[config.mk]
export PLATFORM = sky130hd
export DESIGN_NAME = fp_mult_arbiter_flat
export DESIGN_NICKNAME = d
export VERILOG_FILES = /design/src/rtl/fp_pkg.sv /design/src/rtl/fp_mult_arbiter_if.sv /design/src/rtl/rr_arbiter.sv /design/src/rtl/fp_mult_arbiter.sv /design/src/flat_wrapper.sv
export SDC_FILE = /design/constraint.sdc
export NUM_CORES = 1
export LEC_CHECK = 0
export ABC_AREA = 0
export BUFFER_PORTS_ARGS = -buffer_cell sky130_fd_sc_hd__clkbuf_2
export CORE_AREA = 2 2 157 159
export DETAILED_ROUTE_END_ITERATION = 7
export DIE_AREA = 0 0 159 161
export GPL_ROUTABILITY_DRIVEN = 0
export SKIP_LAST_GASP = 1
export SLEW_MARGIN = 20
export SYNTH_ARGS = -nofsm -noshare
export SYNTH_HDL_FRONTEND = slang
export SYNTH_SLANG_ARGS = --single-unit
[constraint.sdc]
create_clock -name clk -period 4.5 [get_ports clk]
set_clock_uncertainty 0.1 [all_clocks]
set_input_delay 0.675 -clock clk [delete_from_list [all_inputs] [get_ports clk]]
set_output_delay 0.675 -clock clk [all_outputs]
set_load 0.005 [all_outputs]
[src/rtl/fp_pkg.sv]
// Shared floating-point constants and helpers for the fp_* task schedulers.
package fp_pkg;

    localparam logic [31:0] FP_HALF   = 32'h3f000000;
    localparam logic [31:0] FP_M128   = 32'hc3000000;
    localparam logic [31:0] FP_DIV128 = 32'h3c000000;

    localparam int MAX_REQ = 8;

    // Width of a requester tag; never narrower than one bit.
    function automatic int tag_width(input int n_req);
        return (n_req > 1) ? $clog2(n_req) : 1;
    endfunction

    // Widest tag any scheduler instance needs.
    typedef logic [$clog2(MAX_REQ)-1:0] tag_t;

endpackage

[src/rtl/fp_mult_arbiter_if.sv]
// Requester-side bus of the shared multiplier: request operands in, tagged result strobes out.
interface fp_mult_arbiter_if #(
    parameter int N_REQ  = 4,
    parameter int DATA_W = 32
);
    logic [N_REQ-1:0]        req_valid;
    logic [N_REQ*DATA_W-1:0] req_a;
    logic [N_REQ*DATA_W-1:0] req_b;
    logic [N_REQ-1:0]        req_ready;
    logic [N_REQ-1:0]        rsp_valid;
    logic [DATA_W-1:0]       rsp_data;

    modport master (
        output req_valid, req_a, req_b,
        input  req_ready, rsp_valid, rsp_data
    );

    modport slave (
        input  req_valid, req_a, req_b,
        output req_ready, rsp_valid, rsp_data
    );
endinterface

[src/rtl/rr_arbiter.sv]
// Round-robin arbiter: one-hot grant, search starts just after the last winner.
module rr_arbiter #(
    parameter int N_REQ = 4
) (
    input  logic                     clk,
    input  logic                     reset,
    input  logic                     en,
    input  logic [N_REQ-1:0]         req,
    output logic [N_REQ-1:0]         gnt,
    output logic [$clog2(N_REQ)-1:0] gnt_idx,
    output logic                     gnt_any
);
    localparam int PTR_W = $clog2(N_REQ);

    logic [PTR_W-1:0] ptr;
    logic [PTR_W-1:0] win;
    logic             found;
    logic             grant_ok;
    int               idx;

    // Scan ptr+1, ptr+2, ... (mod N_REQ) and keep the first active request.
    always_comb begin
        found = 1'b0;
        win   = ptr;
        idx   = 0;
        for (int k = 1; k <= N_REQ; k++) begin
            idx = (int'(ptr) + k) % N_REQ;
            if (!found && req[PTR_W'(idx)]) begin
                found = 1'b1;
                win   = PTR_W'(idx);
            end
        end
    end

    // No grant while held in reset or while the pipeline is stalled.
    assign grant_ok = en & ~reset & found;

    // Expand the winner index to a one-hot grant.
    always_comb begin
        gnt = '0;
        if (grant_ok) begin
            gnt[win] = 1'b1;
        end
    end

    // Remember the last winner; reset value gives requester 0 first priority.
    always_ff @(posedge clk) begin
        if (reset) begin
            ptr <= PTR_W'(N_REQ - 1);
        end else if (grant_ok) begin
            ptr <= win;
        end
    end

    assign gnt_idx = win;
    assign gnt_any = grant_ok;

endmodule

[src/rtl/fp_mult_arbiter.sv]
// Shares one pipelined fp_mult between N_REQ requesters and routes each product
// back to its originator after the fixed multiplier latency.
module fp_mult_arbiter
    import fp_pkg::*;
#(
    parameter int N_REQ   = 4,
    parameter int MUL_LAT = 3,
    parameter int DATA_W  = 32
) (
    input  logic                clk,
    input  logic                reset,
    input  logic                clk_en,
    fp_mult_arbiter_if.slave    req_bus,
    output logic [DATA_W-1:0]   mul_a,
    output logic [DATA_W-1:0]   mul_b,
    input  logic [DATA_W-1:0]   mul_q
);
    localparam int TAG_W = tag_width(N_REQ);

    logic [N_REQ-1:0]  gnt;
    logic [TAG_W-1:0]  win;
    logic              transfer;

    // In-flight tracker mirrors the multiplier pipeline, one entry per stage.
    logic [MUL_LAT-1:0] trk_vld;
    logic [TAG_W-1:0]   trk_tag [MUL_LAT];

    logic [N_REQ-1:0]  rsp_vld_q;
    logic [DATA_W-1:0] rsp_data_q;

    rr_arbiter #(
        .N_REQ (N_REQ)
    ) u_arb (
        .clk     (clk),
        .reset   (reset),
        .en      (clk_en),
        .req     (req_bus.req_valid),
        .gnt     (gnt),
        .gnt_idx (win),
        .gnt_any (transfer)
    );

    assign req_bus.req_ready = gnt;

    // Steer the granted requester's operands to the multiplier; zero when idle.
    always_comb begin
        mul_a = '0;
        mul_b = '0;
        for (int i = 0; i < N_REQ; i++) begin
            if (gnt[i]) begin
                mul_a = req_bus.req_a[i*DATA_W +: DATA_W];
                mul_b = req_bus.req_b[i*DATA_W +: DATA_W];
            end
        end
    end

    // Shift issued tags alongside the multiplier; frozen whenever clk_en is low.
    always_ff @(posedge clk) begin
        if (reset) begin
            trk_vld <= '0;
            for (int i = 0; i < MUL_LAT; i++) begin
                trk_tag[i] <= '0;
            end
        end else if (clk_en) begin
            trk_vld[0] <= transfer;
            trk_tag[0] <= win;
            for (int i = 1; i < MUL_LAT; i++) begin
                trk_vld[i] <= trk_vld[i-1];
                trk_tag[i] <= trk_tag[i-1];
            end
        end
    end

    // Retire the oldest entry: one-cycle strobe to its owner, product held until the next one.
    always_ff @(posedge clk) begin
        if (reset) begin
            rsp_vld_q  <= '0;
            rsp_data_q <= '0;
        end else begin
            rsp_vld_q <= '0;
            if (clk_en && trk_vld[MUL_LAT-1]) begin
                rsp_vld_q[trk_tag[MUL_LAT-1]] <= 1'b1;
                rsp_data_q                    <= mul_q;
            end
        end
    end

    assign req_bus.rsp_valid = rsp_vld_q;
    assign req_bus.rsp_data  = rsp_data_q;

endmodule

[src/flat_wrapper.sv]
// flat-port wrapper written by rule: the top's interface ports become plain ports
module fp_mult_arbiter_flat import fp_pkg::*;
#(
    parameter int N_REQ   = 4,
    parameter int MUL_LAT = 3,
    parameter int DATA_W  = 32
)
  (clk, reset, clk_en, mul_a, mul_b, mul_q, req_bus_req_valid, req_bus_req_a, req_bus_req_b, req_bus_req_ready, req_bus_rsp_valid, req_bus_rsp_data);
  fp_mult_arbiter_if #(.N_REQ(N_REQ), .DATA_W(DATA_W)) req_bus_i ();
  input  logic clk;
  input  logic reset;
  input  logic clk_en;
  output logic [DATA_W-1:0] mul_a;
  output logic [DATA_W-1:0] mul_b;
  input  logic [DATA_W-1:0] mul_q;
  input wire logic [$bits(req_bus_i.req_valid)-1:0] req_bus_req_valid;
  input wire logic [$bits(req_bus_i.req_a)-1:0] req_bus_req_a;
  input wire logic [$bits(req_bus_i.req_b)-1:0] req_bus_req_b;
  output wire logic [$bits(req_bus_i.req_ready)-1:0] req_bus_req_ready;
  output wire logic [$bits(req_bus_i.rsp_valid)-1:0] req_bus_rsp_valid;
  output wire logic [$bits(req_bus_i.rsp_data)-1:0] req_bus_rsp_data;
  assign req_bus_i.req_valid = req_bus_req_valid;
  assign req_bus_i.req_a = req_bus_req_a;
  assign req_bus_i.req_b = req_bus_req_b;
  assign req_bus_req_ready = req_bus_i.req_ready;
  assign req_bus_rsp_valid = req_bus_i.rsp_valid;
  assign req_bus_rsp_data = req_bus_i.rsp_data;
  fp_mult_arbiter #(.N_REQ(N_REQ), .MUL_LAT(MUL_LAT), .DATA_W(DATA_W)) u_core (.clk(clk), .reset(reset), .clk_en(clk_en), .req_bus(req_bus_i), .mul_a(mul_a), .mul_b(mul_b), .mul_q(mul_q));
endmodule
* Word-level counts from Yosys, hierarchy flattened *
Memories as Yosys holds them, arrays and structs flattened.
Cells that the tools add are included.

word-level totals
  memories = 1
  output and inout port bits = 104
  logic and storage cells = 75
  register bits = 41
  input bits = 295
  RAM bits = 6

memories
  name            depth  width  rd ports  clocked after Yosys merged registers in  wr ports  line                   source
  u_core.trk_tag  3      2      3         0                                        3         fp_mult_arbiter.sv:26  logic [TAG_W-1:0] trk_tag [MUL_LAT];

operators by class
  $add $sub $neg = 4
  order comparisons = 8
  reduce and logical (&&, ||, !) cells = 10
  muxes and demuxes = 41
  bitwise operators = 7

operator list
  operator                                                            number
  2-to-1 mux 32 bit                                                   8
  2-to-1 mux 1 bit                                                    19
  < comparator 2 x 4 -> 1 bit (second input constant)                 4
  2-to-1 mux 2 bit                                                    7
  binary-select mux 1 bit (select 2 bit)                              4
  logical AND 1 bit                                                   6
  < comparator 2 x 3 -> 1 bit (second input constant)                 2
  adder 2 x 1 -> 2 bit (second input constant)                        2
  adder 2 bit (second input constant)                                 2
  demux 1 bit (select 2 bit)                                          2
  greater-or-equal comparator 2 x 1 -> 1 bit (second input constant)  2
  2-to-1 mux 4 bit                                                    1
  zero test 1 bit                                                     3
  bitwise OR 1 bit                                                    3
  bitwise AND 1 bit                                                   2
  inverter 1 bit                                                      2
  OR reduction 2 bit                                                  1

* Longest topological paths before layout *
Gate-level depths: netlist of the first run.

  depth in word-level cells = 23
  gate-level depth with buffers = 7
  mapped depth without buffers = 5

* Cells and area by module *
From an unflattened synthesis of the first run, not the netlist that was laid out.

second synthesis, totals
  cell total of the unflattened synthesis = 432
  area, all modules = 3970.1 um2

by module, submodules not included
  module           area an instance (um2)  times used  sequential area each (um2)  cells each
  fp_mult_arbiter  3758.6                  1           960.9                       405
  rr_arbiter       211.5                   1           40.0                        27

* Worst setup path after synthesis of the first run *
Ideal clock, no wire load.

  path kind = in2out
  start point = input req_bus_req_valid[2]
  end point = output mul_b[11]
  arrival time = 1837 ps
  path slack = 1888 ps
  required time = 3725 ps
  buffers on the path = 2
  stages on the path = 7
  cell sequence = or2_1 > a21o_2 > buf_6 > buf_2 > and3_1 > a211oi_2 > a211oi_2

between the ends
  cells in the longest elaborated chain, start to end = 22
  elaborated cells on any way between the ends = 37
  classes of those cells = order compare: 2; mux: 27; bitwise: 1; reduce/logical: 7

ends and longest elaborated chain
  item                                                                                                             line                   source
  start: declaration                                                                                               flat_wrapper.sv:16     input wire logic [$bits(req_bus_i.req_valid)-1:0] req_bus_req_valid;
  binary-select mux 1 bit (select 2 bit)                                                                           rr_arbiter.sv:28       if (!found && req[PTR_W'(idx)]) begin
  2-to-1 mux 1 bit (implied by the code) (2 in series)                                                             rr_arbiter.sv:28
  2-to-1 mux 1 bit                                                                                                 rr_arbiter.sv:28
  zero test 1 bit                                                                                                  rr_arbiter.sv:28
  logical AND 1 bit                                                                                                rr_arbiter.sv:28
  2-to-1 mux 1 bit                                                                                                 rr_arbiter.sv:28
  zero test 1 bit                                                                                                  rr_arbiter.sv:28
  logical AND 1 bit                                                                                                rr_arbiter.sv:28
  [... 3 more ...]                                                                                                 n/a
  2-to-1 mux 2 bit                                                                                                 rr_arbiter.sv:28
  < comparator 2 x 3 -> 1 bit (implied by the code) or greater-or-equal comparator 2 x 1 -> 1 bit (tied branches)  rr_arbiter.sv:42       gnt[win] = 1'b1;
  logical AND 1 bit (implied by the code)                                                                          rr_arbiter.sv:42
  2-to-1 mux 1 bit (implied by the code)                                                                           rr_arbiter.sv:42
  demux 1 bit (select 2 bit)                                                                                       rr_arbiter.sv:42
  2-to-1 mux 4 bit *                                                                                               rr_arbiter.sv:41       if (grant_ok) begin
  2-to-1 mux 32 bit (3 in series)                                                                                  fp_mult_arbiter.sv:50  if (gnt[i]) begin
  2-to-1 mux 32 bit *                                                                                              fp_mult_arbiter.sv:50
  end: declaration                                                                                                 flat_wrapper.sv:14     output logic [DATA_W-1:0] mul_b;

Every way passes the cells marked *; elsewhere a longest branch is shown, timed or not. The select of a mux whose other input is x is not followed.

* Worst setup path after layout of the first run *
  start point = input req_bus_req_valid[2]
  end point = output mul_b[31]

The elaborated chain is that of the path after synthesis.

==> results of run 1 <==
-- Yosys cell counts, types with 2 or more instances --
cell type | number | area [µm²]
nor3_1 | 2 | 10.0
dfxtp_1 | 41 | 821
edfxtp_1 | 6 | 180
a21oi_1 | 33 | 165
inv_1 | 2 | 7.51
buf_2 | 17 | 85.1
nand2_1 | 66 | 248
clkbuf_1 | 20 | 75.1
nand2_4 | 2 | 22.5
a211oi_1 | 46 | 345
nand2b_1 | 4 | 25.0
a211oi_2 | 51 | 638
mux2i_1 | 82 | 821
buf_6 | 8 | 90.1
nor2_1 | 13 | 48.8
buf_4 | 9 | 67.6
o22ai_1 | 16 | 100
and2_1 | 5 | 31.3
and3_1 | 48 | 300
-- layer usage --
layer  up-vias  GRT usage, %
met2       236          22.2
met3        18          3.39
met5         -             0
met4         0          4.30
li1       2564             -
met1      2376          15.0
-- registers in the layout, indices dropped and copies added (netlist names) --
register and cells:
u_core.req_bus.rsp_valid 4, u_core.req_bus.rsp_data 32, u_core.trk_tag 6, u_core.u_arb.ptr 2, u_core.trk_vld 3
-- cells by family (layout without fill, tap and decap cells) --
group | after synthesis | in the layout
compound gates | 154 | 154
simple gates | 147 | 147
mux | 82 | 82
buf+inv | 57 | 423
flops | 47 | 47
other cells | 0 | 1
-- path summary, 6_finish.rpt --
check | startpoint | endpoint | slack [ps] | cells after the start
worst min-delay path | u_core.req_bus.rsp_data[9] | u_core.req_bus.rsp_data[9] | 350 | 2
worst min register to register | u_core.req_bus.rsp_data[9] | u_core.req_bus.rsp_data[9] | 350 | 2
worst max-delay path | req_bus_req_valid[2] | mul_b[31] | 970 | 8
worst max register to register | u_core.u_arb.ptr[0] | u_core.trk_tag[0][0] | 2360 | 5
-- power groups by stage --
stage	registers, mW	clock network, mW	logic [mW]
4_1_cts	0.443	0.375	0.740
6_report	0.443	0.362	0.732
3_5_place_dp	0.453	0	0.737
5_1_grt	0.444	0.399	0.802
3_3_place_gp	0.452	0	0.728
2_1_floorplan	0.450	0	0.482
-- through the flow --
stage / worst slack, ps / utilization [%] / hold slack (ps) / instance area [µm²] / std cells
2_1_floorplan: 1890 / - / 334 / 4230 / 487
3_3_place_gp: 1010 / 27.0 / 341 / 6460 / 1169
3_5_place_dp: 948 / 27.0 / 347 / 6460 / 1169
4_1_cts: 949 / 27.6 / 356 / 6610 / 1177
5_1_grt: 786 / 27.6 / 373 / 6620 / 1178
6_report: 966 / 27.6 / 351 / 6620 / 1178
-- area by class of cell --
type	instances	area, µm²	share of cell area [%]
Tap cell	324	405	6.13
Inverter	2	7.51	0.113
Sequential cell	47	1000	15.1
Clock inverter	3	18.8	0.284
Multi-Input combinational cell	383	2910	44.0
Clock buffer	5	125	1.89
Timing Repair Buffer	413	2140	32.4
Antenna cell	1	2.50	0.0378
-- worst max-delay path, cell delays in order --
cell and delay [ps]:
clkbuf_2 110, nand2b_1 140, a21oi_1 280, a221o_2 780, buf_4 290, mux2i_1 220, o22ai_1 100, clkbuf_2 140
==> results.sh, run 1 <==
export IMPL_status="completed"
export IMPL_num_vias=5194
export IMPL_swShare_pct=36.0
export IMPL_synth_nets=782
export IMPL_global_route_usage_total_pct=12.7
export IMPL_core_area_um2=24000
export IMPL_grt_pass1_vias=5020
export IMPL_die_x_um=159
export IMPL_internal_power_mw=0.984
export IMPL_cts_tree="yes"
export IMPL_hold_buffers=0
export IMPL_cts_setup_buffers=0
export IMPL_synthXorXnorAreaFrac_pct=0
export IMPL_layout_nets=1147
export IMPL_netlist_area_um2=4230
export IMPL_power_density_nw_per_um2=232
export IMPL_drc=0
export IMPL_synthCells=487
export IMPL_hold_class="reg2reg"
export IMPL_synth_compound_area_share_pct=31.3
export IMPL_portBuffers=398
export IMPL_drt_first_pass_iters=4
export IMPL_yosysSeqAreaShare_pct=23.7
export IMPL_path_clk_slew_ps=60
export IMPL_fmax_mhz=283
export IMPL_ys_ff_latch=47
export IMPL_cts_resized_gates=0
export IMPL_chipHeight_um=161
export IMPL_drv_cap=0
export IMPL_drive_above_1_share_pct=57.0
export IMPL_pwr_share_comb_pct=47.6
export IMPL_layout_common_cells="clkbuf_2 (398), mux2i_1 (82), nand2_1 (65), a211oi_2 (51), and3_1 (48)"
export IMPL_synth_fa_ha_area_share_pct=0
export IMPL_cts_htree_levels=2
export IMPL_timing_final_crit_share_pct=78.5
export IMPL_rows=57
export IMPL_async_reset_ff_share_pct=0
export IMPL_drt_iter0_markers=301
export IMPL_grt_max_degree=50
export IMPL_min_period_ps=3530
export IMPL_grt_pass1_wl_mm=26.3
export IMPL_overflow=0
export IMPL_slew_viol_final=0
export IMPL_synth_top_family_by_area="compound AO/OA/AOI/OAI gates"
export IMPL_p_sw_mw=0.553
export IMPL_ios=399
export IMPL_synthSimpleGateAreaFrac_pct=17.6
export IMPL_die_area_um2=25600
export IMPL_hpwl_mm=14.0
export IMPL_required_ps=3720
export IMPL_synth_cell_types=35
export IMPL_clockRootBuffer="clkbuf_16"
export IMPL_top_layer="met4"
export IMPL_seqPwrFrac_pct=28.8
export IMPL_grt_setup_unrepaired="false"
export IMPL_fillers=2651
export IMPL_antenna_left=0
export IMPL_drt_met1_wl_mm=7.07
export IMPL_final_common_cell="clkbuf_2"
export IMPL_setup_tns_ps=0
export IMPL_clockBufferDepth=2
export IMPL_cts_sinks=47
export IMPL_p_leak_nw=3.37
export IMPL_synth_area_per_cell_um2=8.68
export IMPL_dominantRegCellSynth="dfxtp_1"
export IMPL_area_growth_pct=56.5
export IMPL_wl_mm=17.3
export IMPL_initial_utilization_pct=17.6
export IMPL_wl_met2_mm=8.60
export IMPL_clock_power_share_pct=23.6
export IMPL_cp_end_kind="primary output"
export IMPL_path_class="in2out"
export IMPL_yosysWarnings=0
export IMPL_worst_pin_slew_ps=913
export IMPL_numCtsBuffers=5
export IMPL_worst_ep_arrival_time_ps=2760
export IMPL_synth_edf_count=6
export IMPL_avgViaCountPerCell=4.41
export IMPL_hold_viol=0
export IMPL_setup_violations=0
export IMPL_clk_latency_ps=290
export IMPL_antenna_found_initial=1
export IMPL_max_slew_margin_rel_pct=39.2
export IMPL_crit_fanout=30
export IMPL_power_total_mw=1.54
export IMPL_peakVddDrop_uv=182
export IMPL_yosys_mux_area_fraction_pct=19.4
export IMPL_worstSetupStartpointType="input port"
export IMPL_dr_wl_met3_mm=1.38
export IMPL_wl_per_cell_um=14.7
Note: power is estimated with default switching activity, not from simulation.
==> run 2: changes to the inputs <==
--- a/config.mk
+++ b/config.mk
@@ -7,9 +7,9 @@
 export LEC_CHECK = 0
 export ABC_AREA = 0
 export BUFFER_PORTS_ARGS = -buffer_cell sky130_fd_sc_hd__clkbuf_2
-export CORE_AREA = 2 2 157 159
+export CORE_AREA = 2 2 154 156
 export DETAILED_ROUTE_END_ITERATION = 7
-export DIE_AREA = 0 0 159 161
+export DIE_AREA = 0 0 156 158
 export GPL_ROUTABILITY_DRIVEN = 0
 export SKIP_LAST_GASP = 1
 export SLEW_MARGIN = 20
==> constraint.sdc (replaced) <==
create_clock -name clk -period 3.55 [get_ports clk]
set_clock_uncertainty 0.1 [all_clocks]
set_input_delay 0.5325 -clock clk [delete_from_list [all_inputs] [get_ports clk]]
set_output_delay 0.5325 -clock clk [all_outputs]
set_load 0.005 [all_outputs]
==> run 2 against run 1 <==
- critical path depth unchanged
- via count decreased by 1.2%
- wire length decreased by 1.5%
- sequential share of layout area about the same
- setup slack worse by 470 ps
- sequential power grew 27%
- first-iteration DRC count fell by 31%
- critical endpoint is now mul_a[31]
- design area increased by 0.21%
- register-to-register slack got worse by 510 ps
- critical path type is now reg2out
- combinational power grew 28%
- flip-flop and latch count unchanged
==> results.sh, run 2 (synthesis gave the netlist of run 1 again) <==
export IMPL_status="completed"
export IMPL_numCtsBuffers=5
export IMPL_drt_first_pass_iters=4
export IMPL_grt_max_degree=55
export IMPL_rows=56
export IMPL_cts_resized_gates=0
export IMPL_initial_utilization_pct=18.3
export IMPL_cts_tree="yes"
export IMPL_core_area_um2=23100
export IMPL_worst_pin_slew_ps=615
export IMPL_clk_latency_ps=280
export IMPL_ios=399
export IMPL_drv_cap=0
export IMPL_cp_end_kind="primary output"
export IMPL_cts_setup_buffers=0
export IMPL_avgViaCountPerCell=4.48
export IMPL_slew_viol_final=0
export IMPL_setup_violations=0
export IMPL_p_leak_nw=3.40
export IMPL_worstSetupStartpointType="flop"
export IMPL_area_growth_pct=56.8
export IMPL_cts_sinks=47
export IMPL_overflow=0
export IMPL_min_period_ps=3060
export IMPL_drive_above_1_share_pct=57.0
export IMPL_clockBufferDepth=2
export IMPL_max_slew_margin_rel_pct=58.8
export IMPL_chipHeight_um=158
export IMPL_fillers=2522
export IMPL_fmax_mhz=327
export IMPL_die_area_um2=24600
export IMPL_antennaDiodeCount=0
export IMPL_layout_nets=1149
export IMPL_path_clk_slew_ps=70
export IMPL_crit_fanout=54
export IMPL_setup_tns_ps=0
export IMPL_wl_per_cell_um=14.9
export IMPL_peakVddDrop_uv=164
export IMPL_antenna_left=0
export IMPL_hold_viol=0
export IMPL_num_vias=5133
export IMPL_layout_common_cells="clkbuf_2 (398), mux2i_1 (82), nand2_1 (65), a211oi_2 (51), and3_1 (48)"
export IMPL_grt_setup_unrepaired="false"
export IMPL_place_area_um2=6460
export IMPL_grt_pass1_wl_mm=25.2
export IMPL_drt_iter0_markers=208
export IMPL_worst_ep_arrival_time_ps=2420
export IMPL_fin_area_um2=6630
export IMPL_power_density_nw_per_um2=301
export IMPL_antenna_found_initial=0
export IMPL_portBuffers=398
export IMPL_timing_final_crit_share_pct=86.1
export IMPL_hpwl_mm=13.9
export IMPL_hold_class="reg2reg"
export IMPL_required_ps=2920
export IMPL_global_route_usage_total_pct=12.7
export IMPL_fin_util_pct=28.8
export IMPL_final_common_cell="clkbuf_2"
export IMPL_path_class="reg2out"
export IMPL_largest_register_ffs=32
export IMPL_die_x_um=156
export IMPL_hold_buffers=0
export IMPL_grt_pass1_vias=4814
export IMPL_clockRootBuffer="clkbuf_16"
export IMPL_wl_mm=17.1
export IMPL_cts_htree_levels=2
export IMPL_drc=0
run 2: changes by cell type in the layout (fill, tap and decap cells not counted):
cell / delta
and2_1: +1
and2_2: -1
inv_6: -1
buf_12: +2
diode_2: -1
clkinv_4: +1
clkbuf_16: +1
clkinv_2: -1
run 2: layout make-up:
| class | count | area (µm²) | share of cell area [%] |
|---|---|---|---|
| Clock buffer | 6 | 150 | 2.27 |
| Clock inverter | 2 | 13.8 | 0.208 |
| Tap cell | 290 | 363 | 5.47 |
| Multi-Input combinational cell | 383 | 2910 | 43.9 |
| Inverter | 2 | 7.51 | 0.113 |
| Sequential cell | 47 | 1000 | 15.1 |
| Timing Repair Buffer | 415 | 2180 | 32.9 |
run 2: where the power goes:
group	leakage (nW)	internal [mW]	total [mW]	switching (mW)
Combinational	2.92	0.443	0.936	0.492
Clock	0.0820	0.303	0.497	0.194
Sequential	0.398	0.552	0.562	0.0105
run 2: metrics by stage:
| stage | total power, mW | hold WS, ps | std cells | worst slack, ps |
|---|---|---|---|---|
| 2_1_floorplan | 1.18 | 334 | 487 | 1220 |
| 3_3_place_gp | 1.51 | 341 | 1137 | 607 |
| 3_5_place_dp | 1.51 | 347 | 1137 | 599 |
| 4_1_cts | 2.03 | 356 | 1145 | 455 |
| 5_1_grt | 2.12 | 367 | 1145 | 357 |
| 6_report | 2.00 | 352 | 1145 | 495 |
run 2: layer usage:
layer / wire (µm) / part of all wire, % / vias to the layer above / global-route usage [%]
li1: - / - / 2571 / -
met1: 7240 / 42 / 2306 / 15.8
met2: 8350 / 49 / 233 / 22.9
met3: 1240 / 7.2 / 23 / 2.46
met4: 237 / 1.4 / 0 / 2.53
met5: 0 / 0 / - / 0
run 2: path summary, 6_finish.rpt:
kind	start	to	slack [ps]	cells after the start
max	u_core.u_arb.ptr[0]	mul_a[31]	490	8
min	u_core.req_bus.rsp_data[24]	u_core.req_bus.rsp_data[24]	350	2
max reg2reg	u_core.u_arb.ptr[0]	u_core.u_arb.ptr[1]	1850	5
min reg2reg	u_core.req_bus.rsp_data[24]	u_core.req_bus.rsp_data[24]	350	2
run 2: worst max-delay path: stages (launching register included):
cell and delay (ps):
dfxtp_1 440, nand2b_2 210, o21ai_2 90, a221oi_4 320
buf_12 220, buf_12 280, a211oi_1 130, a211oi_1 250
clkbuf_2 160
==> run 3: changes to the inputs <==
==> constraint.sdc (replaced) <==
create_clock -name clk -period 3.3 [get_ports clk]
set_clock_uncertainty 0.1 [all_clocks]
set_input_delay 0.495 -clock clk [delete_from_list [all_inputs] [get_ports clk]]
set_output_delay 0.495 -clock clk [all_outputs]
set_load 0.005 [all_outputs]
==> run 3 against run 2 <==
- hold slack worse by 26 ps
- critical path type unchanged
- setup slack worse by 180 ps
- first-iteration DRC count is 1.9% lower
- design area is 2.1% higher
- critical endpoint is now mul_a[8]
- highest routed layer unchanged
- register-to-register slack worse by 370 ps
- clock power is 9.1% higher
==> results.sh, run 3 (synthesis gave the netlist of run 1 again) <==
export IMPL_setup_tns_ps=0
export IMPL_crit_fanout=54
export IMPL_power_density_nw_per_um2=323
export IMPL_cts_setup_buffers=0
export IMPL_hold_buffers=0
export IMPL_fin_util_pct=29.4
export IMPL_area_growth_pct=60.2
export IMPL_whs_ps=326
export IMPL_clk_latency_ps=280
export IMPL_cts_resized_gates=0
export IMPL_die_x_um=156
export IMPL_required_ps=2700
export IMPL_worst_ep_arrival_time_ps=2390
export IMPL_ios=399
export IMPL_avgViaCountPerCell=4.52
export IMPL_die_area_um2=24600
export IMPL_fillers=2488
export IMPL_drc=0
export IMPL_hpwl_mm=14.3
export IMPL_drt_first_pass_iters=4
export IMPL_p_leak_nw=3.47
export IMPL_worstPathCellList="nand2b_2, o21ai_2, a221oi_4, buf_12, buf_12, a211oi_1, a211oi_2, clkbuf_2"
export IMPL_layout_common_cells="clkbuf_2 (398), mux2i_1 (82), nand2_1 (66), a211oi_2 (51), and3_1 (48)"
export IMPL_rows=56
export IMPL_cts_sinks=47
export IMPL_cts_tree="yes"
export IMPL_grt_setup_unrepaired="false"
export IMPL_global_route_usage_total_pct=12.7
export IMPL_drt_iter0_markers=204
export IMPL_grt_pass1_wl_mm=25.1
export IMPL_max_slew_margin_rel_pct=57.6
export IMPL_peakVddDrop_uv=181
export IMPL_clockBufferDepth=2
export IMPL_hold_class="in2reg"
export IMPL_portBuffers=398
export IMPL_worst_pin_slew_ps=636
export IMPL_largest_register_ffs=32
export IMPL_hold_viol=0
export IMPL_layout_nets=1163
export IMPL_initial_utilization_pct=18.3
export IMPL_fmax_mhz=335
export IMPL_multi_input_area_um2=2910
export IMPL_slowest_stage="dfxtp_1"
export IMPL_timing_final_crit_share_pct=90.4
export IMPL_cts_htree_levels=2
export IMPL_path_clk_slew_ps=60
export IMPL_numCtsBuffers=5
export IMPL_antenna_found_initial=0
export IMPL_wl_mm=17.2
export IMPL_path_delay_family="compound AO/OA/AOI/OAI gates"
export IMPL_antenna_left=0
export IMPL_num_vias=5238
export IMPL_cp_common_cell="buf_12"
export IMPL_status="completed"
export IMPL_regArea_um2=1000
export IMPL_grt_pass1_vias=4936
export IMPL_overflow=0
export IMPL_final_common_cell="clkbuf_2"
export IMPL_drive_above_1_share_pct=57.5
export IMPL_min_period_ps=2980
export IMPL_wl_per_cell_um=14.8
export IMPL_core_area_um2=23100
export IMPL_setup_violations=0
export IMPL_critPathMaxStageDelay_ps=430
export IMPL_path_buf_inv=3
export IMPL_slew_viol_final=0
export IMPL_worstSetupStartpointType="flop"
export IMPL_grt_max_degree=55
export IMPL_cp_end_kind="primary output"
export IMPL_drv_cap=0
export IMPL_chipHeight_um=158
export IMPL_antennaDiodeCount=0
export IMPL_path_class="reg2out"
export IMPL_clockRootBuffer="clkbuf_16"
## run 3: layout make-up
cell class	instances	area share (%)
clock buffer	6	2.22
clock inverter	2	0.203
inverter	2	0.111
multi-input combinational	383	43.0
sequential	47	14.8
tap	290	5.36
timing repair buffer	429	34.3
## run 3: final timing paths
path | end | from | cells after the start | slack [ps]
min | u_core.req_bus.rsp_data[14] | mul_q[14] | 3 | 330
min reg2reg | u_core.req_bus.rsp_data[18] | u_core.req_bus.rsp_data[18] | 2 | 350
max reg2reg | u_core.u_arb.ptr[1] | u_core.u_arb.ptr[0] | 6 | 1480
max | mul_a[8] | u_core.u_arb.ptr[0] | 8 | 320
## run 3: metrics by stage
step	power [mW]	cell area, µm²	instances	setup WS [ps]
3_5_place_dp	1.67	6610	1151	432
5_1_grt	2.33	6770	1159	144
2_1_floorplan	1.27	4230	487	1050
3_3_place_gp	1.66	6610	1151	464
6_report	2.19	6770	1159	317
4_1_cts	2.22	6770	1159	290
## run 3: worst register-to-register path: stages (launching register included)
cell and delay (ps):
dfxtp_1 430, nand2b_2 200, o211ai_4 190, nand2_4 180, buf_4 260, nand2_4 190, o31a_1 170
## run 3: per-layer routing
metal | global-route usage (%) | vias up | share of wire, %
met3 | 3.39 | 22 | 8.1
li1 | - | 2594 | -
met2 | 22.7 | 225 | 50
met1 | 14.8 | 2397 | 40
met5 | 0 | - | 0
met4 | 3.67 | 0 | 2.0
## run 3: power breakdown
part	internal (mW)	total [mW]	leakage (nW)	switching, mW
sequential	0.594	0.604	0.398	0.0107
combinational	0.507	1.04	2.99	0.536
clock	0.327	0.542	0.0820	0.215
total	1.43	2.19	3.47	0.761
